`config.mk`:
```
export PLATFORM = sky130hd
export DESIGN_NAME = axi_tdd_ng_frame_monitor_flat
export DESIGN_NICKNAME = d
export VERILOG_FILES = /design/src/rtl/axi_tdd_ng_pkg.sv /design/src/rtl/axi_tdd_ng_frame_monitor_if.sv /design/src/rtl/axi_tdd_ng_frame_monitor_channel.sv /design/src/rtl/axi_tdd_ng_frame_monitor.sv /design/src/flat_wrapper.sv
export SDC_FILE = /design/constraint.sdc
export NUM_CORES = 2
export LEC_CHECK = 0
export ABC_AREA = 1
export CAP_MARGIN = 20
export CORE_MARGIN = 2
export CORE_UTILIZATION = 62
export DETAILED_ROUTE_END_ITERATION = 12
export GPL_TIMING_DRIVEN = 0
export PLACE_DENSITY = 0.86
export SLEW_MARGIN = 20
export SYNTH_ARGS = -nofsm -noshare
export SYNTH_HDL_FRONTEND = slang
export SYNTH_HIERARCHICAL = 1
export SYNTH_SLANG_ARGS = --single-unit
```
`constraint.sdc`:
```
create_clock -name clk -period 8.9 [get_ports clk]
set_input_delay 0.89 -clock clk [delete_from_list [all_inputs] [get_ports clk]]
set_output_delay 0.89 -clock clk [all_outputs]
set_load 0.05 [all_outputs]
```
`src/rtl/axi_tdd_ng_pkg.sv`:
```
// Shared types for the TDD engine; the frame monitor uses the state encoding below.
package axi_tdd_ng_pkg;

    typedef enum logic [1:0] {
        MON_IDLE    = 2'd0,
        MON_ARMED   = 2'd1,
        MON_RUNNING = 2'd2,
        MON_DONE    = 2'd3
    } mon_state_t;

endpackage

```
`src/rtl/axi_tdd_ng_frame_monitor_if.sv`:
```
// Configuration, observed TDD signals and published results of the frame monitor.
interface axi_tdd_ng_frame_monitor_if #(
    parameter int CHANNEL_COUNT     = 8,
    parameter int REGISTER_WIDTH    = 32,
    parameter int BURST_COUNT_WIDTH = 32
) ();
    import axi_tdd_ng_pkg::*;

    logic                                    mon_enable;
    logic [CHANNEL_COUNT-1:0]                mon_pol;
    logic [REGISTER_WIDTH-1:0]               mon_frame_length;
    logic [BURST_COUNT_WIDTH-1:0]            mon_burst_count;
    logic                                    sync_in;
    logic [CHANNEL_COUNT-1:0]                tdd_channel;

    mon_state_t                              mon_state;
    logic                                    res_valid;
    logic [BURST_COUNT_WIDTH-1:0]            res_frame;
    logic [CHANNEL_COUNT*REGISTER_WIDTH-1:0] res_on;
    logic [CHANNEL_COUNT*REGISTER_WIDTH-1:0] res_off;
    logic [CHANNEL_COUNT-1:0]                res_on_seen;
    logic [CHANNEL_COUNT-1:0]                res_off_seen;
    logic [CHANNEL_COUNT-1:0]                res_glitch;
    logic                                    err_resync;
    logic                                    err_cfg;

    // Driven by the monitor.
    modport slave (
        input  mon_enable, mon_pol, mon_frame_length, mon_burst_count, sync_in, tdd_channel,
        output mon_state, res_valid, res_frame, res_on, res_off,
               res_on_seen, res_off_seen, res_glitch, err_resync, err_cfg
    );

    // Driven by whoever configures and observes the monitor.
    modport master (
        output mon_enable, mon_pol, mon_frame_length, mon_burst_count, sync_in, tdd_channel,
        input  mon_state, res_valid, res_frame, res_on, res_off,
               res_on_seen, res_off_seen, res_glitch, err_resync, err_cfg
    );

endinterface

```
`src/rtl/axi_tdd_ng_frame_monitor_channel.sv`:
```
// One monitored channel: edge detect, first on/off timestamp capture, glitch flag and
// the published copy of those captures.
module axi_tdd_ng_frame_monitor_channel #(
    parameter int REGISTER_WIDTH = 32
) (
    input  logic                      clk,
    input  logic                      resetn,
    input  logic                      running,
    input  logic                      publish,
    input  logic                      discard,
    input  logic                      active,
    input  logic [REGISTER_WIDTH-1:0] counter,
    output logic [REGISTER_WIDTH-1:0] res_on,
    output logic [REGISTER_WIDTH-1:0] res_off,
    output logic                      res_on_seen,
    output logic                      res_off_seen,
    output logic                      res_glitch
);

    logic                      active_q;
    logic                      rise;
    logic                      fall;
    logic [REGISTER_WIDTH-1:0] cap_on_q;
    logic [REGISTER_WIDTH-1:0] cap_off_q;
    logic                      cap_on_seen_q;
    logic                      cap_off_seen_q;
    logic                      cap_glitch_q;
    logic [REGISTER_WIDTH-1:0] nxt_on;
    logic [REGISTER_WIDTH-1:0] nxt_off;
    logic                      nxt_on_seen;
    logic                      nxt_off_seen;
    logic                      nxt_glitch;

    // Edges in a resync cycle belong to the discarded partial frame.
    assign rise = running && !discard && active && !active_q;
    assign fall = running && !discard && !active && active_q;

    always_comb begin
        nxt_on       = cap_on_q;
        nxt_off      = cap_off_q;
        nxt_on_seen  = cap_on_seen_q;
        nxt_off_seen = cap_off_seen_q;
        nxt_glitch   = cap_glitch_q;
        if (rise) begin
            if (cap_on_seen_q) begin
                nxt_glitch = 1'b1;
            end else begin
                nxt_on      = counter;
                nxt_on_seen = 1'b1;
            end
        end
        if (fall) begin
            if (cap_off_seen_q) begin
                nxt_glitch = 1'b1;
            end else begin
                nxt_off      = counter;
                nxt_off_seen = 1'b1;
            end
        end
    end

    always_ff @(posedge clk or negedge resetn) begin
        if (!resetn) begin
            active_q       <= 1'b0;
            cap_on_q       <= '0;
            cap_off_q      <= '0;
            cap_on_seen_q  <= 1'b0;
            cap_off_seen_q <= 1'b0;
            cap_glitch_q   <= 1'b0;
        end else begin
            active_q <= active;
            if (!running || discard || publish) begin
                cap_on_q       <= '0;
                cap_off_q      <= '0;
                cap_on_seen_q  <= 1'b0;
                cap_off_seen_q <= 1'b0;
                cap_glitch_q   <= 1'b0;
            end else begin
                cap_on_q       <= nxt_on;
                cap_off_q      <= nxt_off;
                cap_on_seen_q  <= nxt_on_seen;
                cap_off_seen_q <= nxt_off_seen;
                cap_glitch_q   <= nxt_glitch;
            end
        end
    end

    // Publishing takes the merged view so an edge on the closing cycle is included.
    always_ff @(posedge clk or negedge resetn) begin
        if (!resetn) begin
            res_on       <= '0;
            res_off      <= '0;
            res_on_seen  <= 1'b0;
            res_off_seen <= 1'b0;
            res_glitch   <= 1'b0;
        end else if (publish) begin
            res_on       <= nxt_on;
            res_off      <= nxt_off;
            res_on_seen  <= nxt_on_seen;
            res_off_seen <= nxt_off_seen;
            res_glitch   <= nxt_glitch;
        end
    end

endmodule

```
`src/rtl/axi_tdd_ng_frame_monitor.sv`:
```
// Receive-side TDD frame monitor: frame sequencing, cycle counter, frame index and
// publish strobe; per-channel capture lives in axi_tdd_ng_frame_monitor_channel.
//
// state       | meaning
// MON_IDLE    | disabled, waiting for mon_enable
// MON_ARMED   | enabled, waiting for sync_in with a non-zero frame length
// MON_RUNNING | counting frames and capturing channel edges
// MON_DONE    | requested burst published, holding until mon_enable drops
module axi_tdd_ng_frame_monitor
    import axi_tdd_ng_pkg::*;
#(
    parameter int CHANNEL_COUNT     = 8,
    parameter int REGISTER_WIDTH    = 32,
    parameter int BURST_COUNT_WIDTH = 32
) (
    input logic                       clk,
    input logic                       resetn,
    axi_tdd_ng_frame_monitor_if.slave mon
);

    mon_state_t                              state_q;
    mon_state_t                              state_d;
    logic [REGISTER_WIDTH-1:0]               counter_q;
    logic [BURST_COUNT_WIDTH-1:0]            frame_q;
    logic                                    res_valid_q;
    logic [BURST_COUNT_WIDTH-1:0]            res_frame_q;
    logic                                    err_resync_q;
    logic                                    err_cfg_q;

    logic                                    running;
    logic                                    frame_last;
    logic                                    publish;
    logic                                    resync;
    logic                                    arm_entry;
    logic                                    cfg_bad;
    logic                                    final_frame;

    logic [CHANNEL_COUNT*REGISTER_WIDTH-1:0] res_on_w;
    logic [CHANNEL_COUNT*REGISTER_WIDTH-1:0] res_off_w;
    logic [CHANNEL_COUNT-1:0]                res_on_seen_w;
    logic [CHANNEL_COUNT-1:0]                res_off_seen_w;
    logic [CHANNEL_COUNT-1:0]                res_glitch_w;

    always_ff @(posedge clk or negedge resetn) begin
        if (!resetn) begin
            state_q <= MON_IDLE;
        end else begin
            state_q <= state_d;
        end
    end

    always_comb begin
        state_d = state_q;
        if (!mon.mon_enable) begin
            state_d = MON_IDLE;
        end else begin
            case (state_q)
                MON_IDLE:    state_d = MON_ARMED;
                MON_ARMED:   if (mon.sync_in && !cfg_bad) state_d = MON_RUNNING;
                MON_RUNNING: if (publish && final_frame) state_d = MON_DONE;
                MON_DONE:    state_d = MON_DONE;
                default:     state_d = MON_IDLE;
            endcase
        end
    end

    // A sync landing on the closing cycle is the expected next frame start, not a resync.
    always_comb begin
        running     = 1'b0;
        frame_last  = 1'b0;
        publish     = 1'b0;
        resync      = 1'b0;
        arm_entry   = 1'b0;
        cfg_bad     = 1'b0;
        final_frame = 1'b0;

        running     = (state_q == MON_RUNNING);
        cfg_bad     = (mon.mon_frame_length == '0);
        frame_last  = running && (counter_q == mon.mon_frame_length - REGISTER_WIDTH'(1));
        publish     = frame_last && mon.mon_enable;
        resync      = running && mon.mon_enable && mon.sync_in && !frame_last;
        arm_entry   = (state_q == MON_IDLE) && mon.mon_enable;
        final_frame = (mon.mon_burst_count != '0) &&
                      (frame_q == mon.mon_burst_count - BURST_COUNT_WIDTH'(1));
    end

    always_ff @(posedge clk or negedge resetn) begin
        if (!resetn) begin
            counter_q <= '0;
        end else if (!running || frame_last || resync) begin
            counter_q <= '0;
        end else begin
            counter_q <= counter_q + REGISTER_WIDTH'(1);
        end
    end

    always_ff @(posedge clk or negedge resetn) begin
        if (!resetn) begin
            frame_q <= '0;
        end else if (arm_entry) begin
            frame_q <= '0;
        end else if (publish) begin
            frame_q <= frame_q + BURST_COUNT_WIDTH'(1);
        end
    end

    always_ff @(posedge clk or negedge resetn) begin
        if (!resetn) begin
            res_valid_q  <= 1'b0;
            res_frame_q  <= '0;
            err_resync_q <= 1'b0;
            err_cfg_q    <= 1'b0;
        end else begin
            res_valid_q <= publish;
            if (publish) begin
                res_frame_q <= frame_q;
            end
            if (arm_entry) begin
                err_resync_q <= 1'b0;
            end else if (resync) begin
                err_resync_q <= 1'b1;
            end
            if (arm_entry) begin
                err_cfg_q <= 1'b0;
            end else if ((state_q == MON_ARMED) && mon.mon_enable && cfg_bad) begin
                err_cfg_q <= 1'b1;
            end
        end
    end

    for (genvar i = 0; i < CHANNEL_COUNT; i++) begin : g_ch
        axi_tdd_ng_frame_monitor_channel #(
            .REGISTER_WIDTH(REGISTER_WIDTH)
        ) u_ch (
            .clk         (clk),
            .resetn      (resetn),
            .running     (running),
            .publish     (publish),
            .discard     (resync),
            .active      (mon.tdd_channel[i] ^ mon.mon_pol[i]),
            .counter     (counter_q),
            .res_on      (res_on_w[i*REGISTER_WIDTH +: REGISTER_WIDTH]),
            .res_off     (res_off_w[i*REGISTER_WIDTH +: REGISTER_WIDTH]),
            .res_on_seen (res_on_seen_w[i]),
            .res_off_seen(res_off_seen_w[i]),
            .res_glitch  (res_glitch_w[i])
        );
    end

    assign mon.mon_state    = state_q;
    assign mon.res_valid    = res_valid_q;
    assign mon.res_frame    = res_frame_q;
    assign mon.res_on       = res_on_w;
    assign mon.res_off      = res_off_w;
    assign mon.res_on_seen  = res_on_seen_w;
    assign mon.res_off_seen = res_off_seen_w;
    assign mon.res_glitch   = res_glitch_w;
    assign mon.err_resync   = err_resync_q;
    assign mon.err_cfg      = err_cfg_q;

endmodule

```
`src/flat_wrapper.sv`:
```
// flat-port wrapper written by rule: the top's interface ports become plain ports
module axi_tdd_ng_frame_monitor_flat import axi_tdd_ng_pkg::*;
#(
    parameter int CHANNEL_COUNT     = 8,
    parameter int REGISTER_WIDTH    = 32,
    parameter int BURST_COUNT_WIDTH = 32
)
  (clk, resetn, mon_mon_enable, mon_mon_pol, mon_mon_frame_length, mon_mon_burst_count, mon_sync_in, mon_tdd_channel, mon_mon_state, mon_res_valid, mon_res_frame, mon_res_on, mon_res_off, mon_res_on_seen, mon_res_off_seen, mon_res_glitch, mon_err_resync, mon_err_cfg);
  axi_tdd_ng_frame_monitor_if #(.CHANNEL_COUNT(CHANNEL_COUNT), .REGISTER_WIDTH(REGISTER_WIDTH), .BURST_COUNT_WIDTH(BURST_COUNT_WIDTH)) mon_i ();
  input logic clk;
  input logic resetn;
  input wire logic [$bits(mon_i.mon_enable)-1:0] mon_mon_enable;
  input wire logic [$bits(mon_i.mon_pol)-1:0] mon_mon_pol;
  input wire logic [$bits(mon_i.mon_frame_length)-1:0] mon_mon_frame_length;
  input wire logic [$bits(mon_i.mon_burst_count)-1:0] mon_mon_burst_count;
  input wire logic [$bits(mon_i.sync_in)-1:0] mon_sync_in;
  input wire logic [$bits(mon_i.tdd_channel)-1:0] mon_tdd_channel;
  output wire logic [$bits(mon_i.mon_state)-1:0] mon_mon_state;
  output wire logic [$bits(mon_i.res_valid)-1:0] mon_res_valid;
  output wire logic [$bits(mon_i.res_frame)-1:0] mon_res_frame;
  output wire logic [$bits(mon_i.res_on)-1:0] mon_res_on;
  output wire logic [$bits(mon_i.res_off)-1:0] mon_res_off;
  output wire logic [$bits(mon_i.res_on_seen)-1:0] mon_res_on_seen;
  output wire logic [$bits(mon_i.res_off_seen)-1:0] mon_res_off_seen;
  output wire logic [$bits(mon_i.res_glitch)-1:0] mon_res_glitch;
  output wire logic [$bits(mon_i.err_resync)-1:0] mon_err_resync;
  output wire logic [$bits(mon_i.err_cfg)-1:0] mon_err_cfg;
  assign mon_i.mon_enable = mon_mon_enable;
  assign mon_i.mon_pol = mon_mon_pol;
  assign mon_i.mon_frame_length = mon_mon_frame_length;
  assign mon_i.mon_burst_count = mon_mon_burst_count;
  assign mon_i.sync_in = mon_sync_in;
  assign mon_i.tdd_channel = mon_tdd_channel;
  assign mon_mon_state = mon_i.mon_state;
  assign mon_res_valid = mon_i.res_valid;
  assign mon_res_frame = mon_i.res_frame;
  assign mon_res_on = mon_i.res_on;
  assign mon_res_off = mon_i.res_off;
  assign mon_res_on_seen = mon_i.res_on_seen;
  assign mon_res_off_seen = mon_i.res_off_seen;
  assign mon_res_glitch = mon_i.res_glitch;
  assign mon_err_resync = mon_i.err_resync;
  assign mon_err_cfg = mon_i.err_cfg;
  axi_tdd_ng_frame_monitor #(.CHANNEL_COUNT(CHANNEL_COUNT), .REGISTER_WIDTH(REGISTER_WIDTH), .BURST_COUNT_WIDTH(BURST_COUNT_WIDTH)) u_core (.clk(clk), .resetn(resetn), .mon(mon_i));
endmodule
```
==> summary.txt <==
GRT
  – Gr ovfl total: 0
  – Total Routing Usage GR: 0.4067
  – Vias in the first global route: 57.47k
  – Largest net degree at the start of global routing: 153
  – Initial antenna violation count: 10
  – First-pass GRT wire length: 322.0 mm

Yosys
  – Synth top area share: 0.4768
  – Post-synth ARST share: 1.000
  – Sequential fraction of the synthesis area: 0.4768
  – Syn Area/Cell: 7.365 sq um
  – Flops & latches, synth: 1,181
  – Dominant cells by area after synthesis: dfrtp_1 (48%), nand2_1 (18%), inv_1 (7.5%), o21ai_2 (6.1%), nor2_1 (4.7%)
  – Synthesized area: 61,980 sq um
  – Yosys cell types: 45
  – Total number of yosys warnings: 6
  – Leading area contributor after synthesis: dfrtp_1
  – Main synth FF type: dfrtp_1
  – EDFF count, synth: 0
  – Net count after synthesis: 8,504
  – Mapped Cells: roughly 8.4k

Setup path
  – Startpoint type of the worst setup path: input pin
  – WP data arrival: 5.18 ns
  – CP Cell Sequence: clkdlybuf4s50_1, inv_2, ha_1, nand3_4, nor2_4, nand2_4, nor2_2, nand2_1, clkinv_1, nand2_1, nand2_1, nand3b_1, nor2_1, nand3_1, nor2_1, buf_4, buf_2, buf_2, buf_1, nand2_1, nand2_1
  – Crit Path Max Fanout: 18
  – CP max stage cell: clkdlybuf4s50_1
  – Setup CP Type: in -> reg
  – Worst Setup End Kind: flop
  – CP most frequent cell: nand2_1
  – Reg2Reg Depth: 16
  – Worst endpoint required time: between 9 and 10 ns
  – Max incr delay on CP: between 0.5 and 0.6 ns

Run
  – Number of max-cap violations: 0

Layout
  – Post-layout util: 0.7601
  – Commonest non-fill, non-tap cells in the layout: nand2_1 (2,971), inv_1 (1,245), dfrtp_1 (1,149)
  – Post-layout instance area: 75,020 sq um
  – Multi-input gate area: 24,070 sq um
  – Nets: 9,302
  – Area Overhead vs Synth: 21.05%
  – Register area: approximately 30,000 sq um
  – Layout cells sized above 1: 0.1416
  – Fillers: 6,971
  – Most common cell after layout, fill and taps aside: nand2_1

Clock network
  – Clock Tree Buf Depth: 3
  – Post-CTS resize count: 0
  – Cts bufs inserted: 120
  – Clock root buffer: clkbuf_16
  – Htree depth: 3
  – Worst-path clk slew: roughly 0.06 ns
  – CTS tree: done
  – Clk_lat worst skew: 0.73 ns
  – Clk sinks: 1,181
  – Post-CTS setup buffer count: 0

Power and ir drop
  – P per Cell Area: 151.2 nW/um^2
  – Leak: between 30 and 40 nW
  – Peak supply drop: 172.1 uV

Outcome
  – Status: finished clean

STA
  – Shortest period the worst path allows: between 4 and 5 ns
  – Setup violators final: 0
  – Max Clock Freq: ~0.22 GHz
  – Max_slew headroom: 0.4036
  – Final period utilization: 0.5071
  – Final Hold Violating Endpoints: 0
  – Setup_tns: 0 ns
  – Worst Max-Slew Pin Slew: 0.8946 ns
  – Skew final: 0.03374 ns
  – Worst hold slack: 0.4763 ns
  – Max-slew violations: 0
  – Unrepaired setup endpoints after global routing: false

Routing
  – Final WL: 210.5 mm
  – Drt first pass iters: 9
  – DRT iter0 DRCs: 7,101
  – Routed Antenna Nets: 0
  – Routed via count: 58.62k
  – DR DRC count: 0
  – Via density: around 5.5
  – Routed len/inst: 19.84 um

Die
  – Initial Util: 0.6279
  – Area of the core: 98,710 sq um
  – Die Area: 102,500 sq um
  – I/O pin count: about 660
  – Die Span Y: roughly 320 um
  – Die Wd: roughly 320 um
  – Cell row count: 115

Hold path
  – Hold Crit Depth: 2
  – Hold Path Class: reg -> reg

Place
  – IO buf count: 656
  – Dpl hpwl: 147.1 mm
  – Post-DP Area: 70,730 sq um
  – Placer congestion estimate: 1.003
per-stage QoR:
| step | instances | power, mW | setup WS (ns) |
|---|---|---|---|
| 3_5_place_dp | 10380 | 6.024 | 3.883 |
| 2_1_floorplan | 8415 | 5.742 | 5.452 |
| 6_report | 10610 | 11.35 | 4.387 |
| 5_1_grt | 10600 | 11.65 | 4.330 |
| 4_1_cts | 10600 | 11.37 | 4.608 |
| 3_3_place_gp | 10360 | 6.028 | -45.78 |
cells in the mapped netlist, types with 26 or more instances:
master	number
inv_1	1246
o21ai_0	527
a21oi_1	26
buf_2	170
o21ai_2	432
o21ai_1	100
buf_6	81
buf_4	34
dfrtp_1	1181
xnor2_1	32
nand2_1	2971
xor2_1	93
clkbuf_1	102
inv_2	296
nand4_1	55
nor3_1	30
nor2_1	774
nand3_1	116
buf_1	43
metal layers:
layer,GRT usage,routed length (um),up-vias
li1,-,-,26680
met1,0.5082,78600,27920
met2,0.6268,94020,3261
met3,0.1083,22530,755
met4,0.2649,15260,8
met5,0,52,-
state kept, by name, indices dropped and copies added, names as in the netlist, 8 cells and up:
signal,cells
u_core/counter_q,32
u_core/frame_q,32
u_core/g_ch.u_ch/active_q,8
u_core/g_ch.u_ch/cap_glitch_q,8
u_core/g_ch.u_ch/cap_off_q,256
u_core/g_ch.u_ch/cap_off_seen_q,8
u_core/g_ch.u_ch/cap_on_q,256
u_core/g_ch.u_ch/cap_on_seen_q,8
u_core/g_ch.u_ch/res_glitch,8
u_core/g_ch.u_ch/res_off,256
u_core/g_ch.u_ch/res_off_seen,8
u_core/g_ch.u_ch/res_on,256
u_core/g_ch.u_ch/res_on_seen,8
u_core/mon.res_frame,32
power breakdown:
part / total, mW / internal (mW) / switching, mW
clock: 5.41 / 3.18 / 2.23
combinational: 0.550 / 0.143 / 0.407
sequential: 5.39 / 5.38 / 0.0114
total: 11.3 / 8.70 / 2.65
worst paths after layout:
kind	from	end	slack [ns]
max reg2reg	u_core/counter_q[23]	u_core/g_ch[1].u_ch/res_on[29]	4.54
max in group asynchronous	resetn	u_core/g_ch[2].u_ch/res_off[4]	5.80
min	u_core/g_ch[6].u_ch/res_off[14]	u_core/g_ch[6].u_ch/res_off[14]	0.48
min reg2reg	u_core/g_ch[6].u_ch/res_off[14]	u_core/g_ch[6].u_ch/res_off[14]	0.48
min in group asynchronous	resetn	u_core/g_ch[6].u_ch/res_off[29]	0.68
max	mon_mon_frame_length[0]	u_core/g_ch[1].u_ch/res_on[29]	4.39
what timing repair did:
item | in CTS | in global routing
endpoints found under the setup margin | 0 | 0
endpoints found under the hold margin | 2 | 0
hold buffers | 1 | 0
worst max-delay path: cells and delay by family:
| family | cells | cell delay, ns |
|---|---|---|
| and+or+nand+nor | 13 | 1.73 |
| buffers and inverters | 7 | 2.31 |
| adders and majority gates | 1 | 0.23 |
cell type report:
type,instances,area share
timing repair buffer,676,0.09476
clock buffer,170,0.04736
inverter,1544,0.07725
buffer,430,0.03416
antenna,9,0.0003002
sequential,1181,0.3945
tap,1287,0.02146
multi-input combinational,5260,0.3209
clock inverter,52,0.009373
logic make-up after synthesis:
| group | Yosys count | synth area share |
|---|---|---|
| DFF | 1181 | 0.4768 |
| adders and majority gates | 5 | 0.001009 |
| and+or+nand+nor | 4012 | 0.2517 |
| AOI/OAI and AO/OA | 1116 | 0.1172 |
| buffers and inverters | 1974 | 0.1349 |
| xor gates and xnor gates | 127 | 0.01839 |
Power figures use the tool's default switching activity.
